$ cat config.mk
export PLATFORM = sky130hd
export DESIGN_NAME = alu_div_seq
export DESIGN_NICKNAME = d
export VERILOG_FILES = /design/src/rtl/alu_div_seq_pkg.sv /design/src/rtl/alu_div_seq.sv
export SDC_FILE = /design/constraint.sdc
export NUM_CORES = 1
export LEC_CHECK = 0
export BUFFER_PORTS_ARGS = -buffer_cell sky130_fd_sc_hd__buf_2
export CORE_AREA = 4 4 98 169
export DETAILED_ROUTE_END_ITERATION = 7
export DIE_AREA = 0 0 102 173
export PLACE_DENSITY_LB_ADDON = 0.2
export SKIP_LAST_GASP = 1
export SYNTH_ARGS = -nofsm -noshare
export SYNTH_HDL_FRONTEND = slang
export SYNTH_SLANG_ARGS = --single-unit
$ cat constraint.sdc
create_clock -name clk -period 7.1 [get_ports clk]
set_clock_uncertainty 0.05 [all_clocks]
set_input_delay 1.42 -clock clk [delete_from_list [all_inputs] [get_ports clk]]
set_output_delay 1.42 -clock clk [all_outputs]
set_load 0.01 [all_outputs]
$ cat src/rtl/alu_div_seq_pkg.sv
// Shared opcodes and divider-sequencer state encodings for alu_div_seq.
// The NEG_* states are only reachable when DIV_SIGNED_EN is defined.
package alu_div_seq_pkg;

  localparam logic [5:0] OP_SUB = 6'h02;
  localparam logic [5:0] OP_NEG = 6'h05;
  localparam logic [5:0] OP_ROL = 6'h0A;

  typedef enum logic [2:0] {
    DIVSEQ_IDLE,
    DIVSEQ_SHIFT,
    DIVSEQ_SUB,
    DIVSEQ_DONE,
    DIVSEQ_NEG_A,
    DIVSEQ_NEG_B,
    DIVSEQ_NEG_Q,
    DIVSEQ_NEG_R
  } divseq_state_t;

endpackage

$ cat src/rtl/alu_div_seq.sv
// Restoring 32-bit divider sequencing the shared ALU (ROL + SUB per bit).
// Define DIV_SIGNED_EN to add req_signed and the NEG_A/NEG_B/NEG_Q/NEG_R fix-up states.
module alu_div_seq
  import alu_div_seq_pkg::*;
#(
  parameter logic [31:0] DIV0_QUOT = 32'hFFFF_FFFF
) (
  input  logic        clk,
  input  logic        rstb,
  input  logic        req_valid,
  output logic        req_ready,
  input  logic [31:0] req_dividend,
  input  logic [31:0] req_divisor,
`ifdef DIV_SIGNED_EN
  input  logic        req_signed,
`endif
  output logic        resp_valid,
  input  logic        resp_ready,
  output logic [31:0] resp_quot,
  output logic [31:0] resp_rem,
  output logic        resp_div0,
  output logic        alu_req,
  input  logic        alu_gnt,
  output logic [31:0] alu_din_a,
  output logic [31:0] alu_din_b,
  output logic        alu_cin,
  output logic [5:0]  alu_opcode,
  output logic        alu_shift_instr,
  input  logic [31:0] alu_dout,
  input  logic        alu_cout
);

  divseq_state_t state, state_next, post_state;
  logic [31:0] r_q, q_q, d_q;
  logic [4:0]  cnt;
  logic        rtop;
  logic        sub_take;
`ifdef DIV_SIGNED_EN
  logic        sgn_a, sgn_b;
`endif

  assign req_ready  = (state == DIVSEQ_IDLE);
  assign resp_valid = (state == DIVSEQ_DONE);

  // rtop set means the 33-bit partial remainder already exceeds D.
  assign sub_take = alu_cout | rtop;

  always_comb begin
`ifdef DIV_SIGNED_EN
    if (sgn_a ^ sgn_b)  post_state = DIVSEQ_NEG_Q;
    else if (sgn_a)     post_state = DIVSEQ_NEG_R;
    else                post_state = DIVSEQ_DONE;
`else
    post_state = DIVSEQ_DONE;
`endif
  end

  always_comb begin
    state_next      = state;
    alu_req         = 1'b0;
    alu_din_a       = '0;
    alu_din_b       = '0;
    alu_cin         = 1'b0;
    alu_opcode      = '0;
    alu_shift_instr = 1'b0;
    case (state)
      DIVSEQ_IDLE: begin
        if (req_valid) begin
          if (req_divisor == '0) state_next = DIVSEQ_DONE;
`ifdef DIV_SIGNED_EN
          else if (req_signed && req_dividend[31]) state_next = DIVSEQ_NEG_A;
          else if (req_signed && req_divisor[31])  state_next = DIVSEQ_NEG_B;
`endif
          else state_next = DIVSEQ_SHIFT;
        end
      end
      DIVSEQ_SHIFT: begin
        alu_req         = 1'b1;
        alu_opcode      = OP_ROL;
        alu_din_a       = r_q;
        alu_din_b       = 32'd1;
        alu_cin         = q_q[31];
        alu_shift_instr = 1'b1;
        if (alu_gnt) state_next = DIVSEQ_SUB;
      end
      DIVSEQ_SUB: begin
        alu_req    = 1'b1;
        alu_opcode = OP_SUB;
        alu_din_a  = r_q;
        alu_din_b  = d_q;
        if (alu_gnt) state_next = (cnt == '0) ? post_state : DIVSEQ_SHIFT;
      end
      DIVSEQ_DONE: begin
        if (resp_ready) state_next = DIVSEQ_IDLE;
      end
`ifdef DIV_SIGNED_EN
      DIVSEQ_NEG_A: begin
        alu_req    = 1'b1;
        alu_opcode = OP_NEG;
        alu_din_b  = q_q;
        if (alu_gnt) state_next = sgn_b ? DIVSEQ_NEG_B : DIVSEQ_SHIFT;
      end
      DIVSEQ_NEG_B: begin
        alu_req    = 1'b1;
        alu_opcode = OP_NEG;
        alu_din_b  = d_q;
        if (alu_gnt) state_next = DIVSEQ_SHIFT;
      end
      DIVSEQ_NEG_Q: begin
        alu_req    = 1'b1;
        alu_opcode = OP_NEG;
        alu_din_b  = resp_quot;
        if (alu_gnt) state_next = sgn_a ? DIVSEQ_NEG_R : DIVSEQ_DONE;
      end
      DIVSEQ_NEG_R: begin
        alu_req    = 1'b1;
        alu_opcode = OP_NEG;
        alu_din_b  = resp_rem;
        if (alu_gnt) state_next = DIVSEQ_DONE;
      end
`endif
      default: state_next = DIVSEQ_IDLE;
    endcase
  end

  always_ff @(posedge clk or negedge rstb) begin
    if (!rstb) begin
      state     <= DIVSEQ_IDLE;
      r_q       <= '0;
      q_q       <= '0;
      d_q       <= '0;
      cnt       <= '0;
      rtop      <= 1'b0;
      resp_quot <= '0;
      resp_rem  <= '0;
      resp_div0 <= 1'b0;
`ifdef DIV_SIGNED_EN
      sgn_a     <= 1'b0;
      sgn_b     <= 1'b0;
`endif
    end else begin
      state <= state_next;
      case (state)
        DIVSEQ_IDLE: begin
          if (req_valid) begin
            d_q <= req_divisor;
            q_q <= req_dividend;
            r_q <= '0;
            cnt <= 5'd31;
`ifdef DIV_SIGNED_EN
            sgn_a <= req_signed & req_dividend[31];
            sgn_b <= req_signed & req_divisor[31];
`endif
            if (req_divisor == '0) begin
              resp_quot <= DIV0_QUOT;
              resp_rem  <= req_dividend;
              resp_div0 <= 1'b1;
            end else begin
              resp_div0 <= 1'b0;
            end
          end
        end
        DIVSEQ_SHIFT: begin
          if (alu_gnt) begin
            r_q  <= alu_dout;
            rtop <= alu_cout;
            q_q  <= {q_q[30:0], 1'b0};
          end
        end
        DIVSEQ_SUB: begin
          if (alu_gnt) begin
            if (sub_take) begin
              r_q    <= alu_dout;
              q_q[0] <= 1'b1;
            end
            // Results are captured from the in-flight step since Q/R update on this same edge.
            if (cnt == '0) begin
              resp_quot <= {q_q[31:1], sub_take};
              resp_rem  <= sub_take ? alu_dout : r_q;
            end else begin
              cnt <= cnt - 5'd1;
            end
          end
        end
`ifdef DIV_SIGNED_EN
        DIVSEQ_NEG_A: if (alu_gnt) q_q       <= alu_dout;
        DIVSEQ_NEG_B: if (alu_gnt) d_q       <= alu_dout;
        DIVSEQ_NEG_Q: if (alu_gnt) resp_quot <= alu_dout;
        DIVSEQ_NEG_R: if (alu_gnt) resp_rem  <= alu_dout;
`endif
        default: ;
      endcase
    end
  end

endmodule
# After elaboration in Yosys (flattened, before gate mapping)
# Index checks and enable logic that the tools add are counted.
# Widths: inputs -> output; s select.
# totals
inputBits	102
regBits	170
elab_cells	77
# classes
n_addsub	1
n_eq_ne	11
reduce_logical	15
n_bitwise	1
n_mux	39
# op_table
operator	n
$mux 32	15
$pmux 32 s2	3
$pmux 32 s3	1
$pmux 31 s2	1
$logic_not 32->1	1
$mux 5	3
$mux 3	4
$ne 2x2->1 const B	6
$pmux 3 s4	1
$reduce_and 4->1	3
$pmux 5 s2	1
$reduce_and 5->1	2
$pmux 4 s2	1
$eq 3x2->1 const B	2
$mux 1	6
$logic_not 5->1	1
$sub 5x1->5 const B	1
$mux 2	2
$ne 2x1->1 const B	2
$reduce_and 2->1	2
$reduce_bool 2->1	2
$eq 3x1->1 const B	1
$logic_not 3->1	1
$pmux 1 s3	1
other kinds (4)	4

# Longest topological paths before layout
# logic_depth
depth_word	5
ltp_mapped	10
depth_no_buf	7

# Worst setup path after synthesis
# OpenSTA, ideal clock, no wires.
# synth_path
path_kind	reg-to-output
startpoint	reg state[0]
endpoint	out alu_din_b[0]
stages_incl_launch_ff	8
arrival_time_ns	1.701
required_time_ns	5.630
slack_ns	3.929
path_cell_list	dfrtp_1 -> inv_1 -> ha_1 -> clkbuf_1 -> clkbuf_1 -> clkbuf_1 -> a21oi_1 -> nor2_1
# synth_via
elab_chain_len	2
word_cells_on_any_way	3
classes_between	eq/ne: 2; mux: 1
# synth_rtl
element	line	text
start, declared	alu_div_seq.sv:33	divseq_state_t state, state_next, post_state;
start signal, assigned	alu_div_seq.sv:142	state <= state_next;
$eq 3x2->1 or $eq 3x1->1 (tied branches)	alu_div_seq.sv:66	case (state)
$pmux 32 s2 (*)	alu_div_seq.sv:66	
end, declared	alu_div_seq.sv:25	output logic [31:0] alu_din_b,
# Every way passes the cells marked *; elsewhere a longest branch is shown, timed or not.

# Final worst setup path
# layout_path
startpoint	reg state[0]
endpoint	out alu_din_b[24]
# The elaborated chain is that of the path after synthesis.

==> run summary <==
0 antenna diodes ended up in the layout. The routed wire length per instance was 19.1 um. The run finished with clean final reports. Path class of the lowest-slack min-delay path: flop to flop. The critical path goes through inv_1 > ha_4 > buf_4 > and2_1 > buf_2.

By area the synthesized netlist is led by sky130_fd_sc_hd__dfrtp_1, sky130_fd_sc_hd__mux2i_1, sky130_fd_sc_hd__a21oi_1. The cell at the root of the clock tree is sky130_fd_sc_hd__clkbuf_16. For the worst setup path, the data arrival time is 2850 ps. The tools report the number of global-route vias before repair as 7145.

The portion of total power attributed to sequential cells was 0.353. The power density over the cells is 480 nW/um2. Row generation in the floorplan step produced 60 rows. For the largest buffer count on any clock path, the log shows 2. For the reported net switching power, the log shows 2.09 mW. The netlist area before placement was 8480 um2; the via count of the routed design was 7031. The switching share of power was 0.421.

Counting flops with a built-in enable in the synthesized netlist gives 0. STA puts the critical path data required time at 5630 ps. The startpoint identified for the worst hold timing path is resp_rem[29]$_DFFE_PN0P_. Setup violations remaining at the end of the flow were counted as 0. TritonCTS built the clock tree. For the total count of max-transition violations in the final report, the log shows 0. The growth of design area from synthesis to finish works out to 21.8%.

The tools report the total length of routed met3 wires as 1.55 mm. For the final routed database, the setup TNS stands at 0 ps. The routed wire length on met2 is 12.5 mm, and the count of buffers inserted at the top-level ports is 237. The xor and xnor area share after synthesis works out to 0.00207. Once the clock tree was built, the setup fixing pass inserted 0 buffers. The share of cells above drive strength 1 was 0.305; the first-pass iteration count of the detailed router was 5. On the worst path, the slowest cell contributes a delay of 840 ps. The die covers 17600 um2. The final layout contains routed wiring with a total length of 23.7 mm. The detailed router finished its first iteration with 337 violations. The worst setup path is launched from a flop. The final total power was 4.96 mW.

The area fraction in and, or, nand and nor cells after synthesis was 0.133; the post-synthesis average cell area was 10.1 um2. The number of hold-repair buffers added at the cts stage was 0. The type of destination of the critical path was an output pin. Measured along the x axis, the die boundary spans 102 um. The mux share of post-synthesis cell area works out to 0.166. The part of the power in combinational logic was 0.461. Total of flip-flops plus latches after synthesis: 169. The max-capacitance violation count is 0, and the share of the cycle needed by the critical path after routing is 0.609. After synthesis, the largest family of logic cells by area is multiplexers.

The critical path is of the flop to output pin type. The smallest clock period supported by the final layout is computed as 4320 ps. In this run the critical register-to-register path is launched from state[0]$_DFFE_PN0P_. Top layer used by detailed routing: met4. The async set-or-reset flop fraction in the synthesized netlist was 1.00.

The overall routing resource usage was 0.269. For the normalized max-slew margin, the log shows 0.224. The leading area contributor after synthesis was sky130_fd_sc_hd__dfrtp_1. Share of the yosys chip area belonging to registers: 0.499.

The DRC violation count after routing is 0, and the overflow left after global routing is 0. Clock-pin slew was measured on the worst setup and hold paths at 70 ps. The number of buffers and inverters on the critical path is 3. Once detailed placement completed, the half-perimeter wirelength came to 16.7 mm. The share of the synthesized area in compound gates (AO/OA/AOI/OAI) is 0.140.

The number of failing hold endpoints at the final stage was 0. The routability congestion estimate is 0.851. The count of instances resized after the clock tree is built was 0; the total internal power was 2.87 mW.

The commonest cells after synthesis are sky130_fd_sc_hd__dfrtp_1, sky130_fd_sc_hd__a21oi_1, sky130_fd_sc_hd__nor2_1, sky130_fd_sc_hd__and2_1, sky130_fd_sc_hd__mux2i_1. The maximum VDD drop is 0.000257 V. The maximum operating frequency was 231 MHz; the slew at the pin closest to its max-slew limit was 1160 ps. Entering global routing, the biggest net connects 103 pins. Grouping stages by cell kind, the critical path spends the most delay in buffers and inverters.

The number of buffers created by CTS came out at 17. The die extent in y was 173 um. In this run the remaining antenna-violating nets after routing total 0. For the number of standard cells after synthesis, the log shows 842.

The total area inside the core boundary comes to 15300 um2. The primary flip-flop cell chosen by synthesis mapping was sky130_fd_sc_hd__dfrtp_1. The clock reaches the later pin of the worst-skew pair after 420 ps.

The fraction of post-synthesis cell area in the top cell type by area is 0.499, and the total I/O pin count is 242. Number of warnings reported in the yosys synthesis log: 0. For this design, the slowest cell found on the critical path is sky130_fd_sc_hd__buf_4.

Setup repair after global routing left no endpoint under its margin. The per-cell via count in the routed design was 5.67; the post-synthesis adder-cell area fraction was 0.0103. Depth of the CTS H-tree: 4. The netlist uses 34 different library cells. The starting density of the core came out at 0.554.

The tools report the part of the power in the clock network as 0.186. Counting every sink on the clock net gives 169. sky130_fd_sc_hd__dfrtp_1 is the most common cell in the netlist. In this run the static leakage power is 4.85 nW.

Wire length on met1: 8.71 mm. The highest fanout seen on the critical path was 101; the net count of the finished layout was 1149. Start point of the critical path: state[0]$_DFFE_PN0P_. The initial antenna violation count was 0; the first-pass GRT wire length was 37.2 mm.
## sequential cells by signal, summed over array words and instances, names as in the netlist
register	cells
resp_quot	32
cnt	5
resp_div0	1
d_q	32
rtop	1
r_q	32
state	2
q_q	32
resp_rem	32
## power by group through the flow
| stage | logic [mW] | registers (mW) | clock network, mW |
|---|---|---|---|
| after global placement | 2.25 | 1.75 | 0 |
| final | 2.29 | 1.75 | 0.921 |
| after floorplan | 1.49 | 1.76 | 0 |
| after detailed placement | 2.30 | 1.76 | 0 |
| after CTS | 2.31 | 1.75 | 0.937 |
| after global routing | 2.53 | 1.81 | 0.976 |
## placed cells by master (no fill, tap or decap), types with 4 or more instances in the layout
cell	count
sky130_fd_sc_hd__a21oi_1	122
sky130_fd_sc_hd__a22o_1	7
sky130_fd_sc_hd__a41oi_1	32
sky130_fd_sc_hd__and2_1	65
sky130_fd_sc_hd__buf_2	236
sky130_fd_sc_hd__buf_4	7
sky130_fd_sc_hd__clkbuf_16	17
sky130_fd_sc_hd__conb_1	4
sky130_fd_sc_hd__dfrtp_1	169
sky130_fd_sc_hd__ha_1	5
sky130_fd_sc_hd__inv_1	38
sky130_fd_sc_hd__inv_6	4
sky130_fd_sc_hd__mux2_1	30
sky130_fd_sc_hd__mux2_2	37
sky130_fd_sc_hd__mux2i_1	65
sky130_fd_sc_hd__nand2_1	38
sky130_fd_sc_hd__nand2b_1	4
sky130_fd_sc_hd__nor2_1	71
sky130_fd_sc_hd__nor2b_1	28
sky130_fd_sc_hd__nor4_1	9
sky130_fd_sc_hd__o21ai_0	32
## area by class of cell
cell class,count,area (um2)
inverters,38,143
clock inverters,13,134
fillers,1299,4990
multi-input cells,570,3890
repair buffers,244,1240
well taps,186,233
flip-flops and latches,169,4230
clock buffers,19,453
## metal layers
metal  global-route usage  vias up
met1                0.311     3413
li1                     -     3297
met3               0.0589       54
met4                0.112        0
met2                0.472      267
met5                    0        -
## through the flow
step                hold slack, ps  instances  setup slack, ps  area, um2   util
finish                         438       1239             2780      10300  0.674
detailed placement             427       1207             2720       9740  0.636
floorplan                      414        845             3930       8490      -
global placement               418       1207             2760       9740  0.636
global route                   465       1239             2560      10300  0.674
CTS                            441       1239             2740      10300  0.674
## final timing paths
| path | end | slack (ps) | cells past startpoint |
|---|---|---|---|
| min in group asynchronous | d_q[10]$_DFFE_PN0P_ | 1040 | 1 |
| worst min register to register | resp_rem[29]$_DFFE_PN0P_ | 440 | 1 |
| worst max register to register | resp_rem[30]$_DFFE_PN0P_ | 3270 | 8 |
| worst max-delay path | alu_din_b[24] | 2780 | 5 |
| worst min-delay path | resp_rem[29]$_DFFE_PN0P_ | 440 | 1 |
| max in group asynchronous | r_q[26]$_DFFE_PN0P_ | 4470 | 2 |
## cell families (layout without fill, tap and decap cells)
| group | Yosys count | count (layout) |
|---|---|---|
| multiplexers | 132 | 132 |
| AO/OA/AOI/OAI | 201 | 201 |
| flip-flops | 169 | 169 |
| AND/OR/NAND/NOR | 224 | 224 |
| buffers and inverters | 106 | 314 |
| adder cells (fa/ha/maj) | 7 | 7 |
| other | 1 | 4 |
| XOR/XNOR | 2 | 2 |
(Power assumes the default switching activity.)
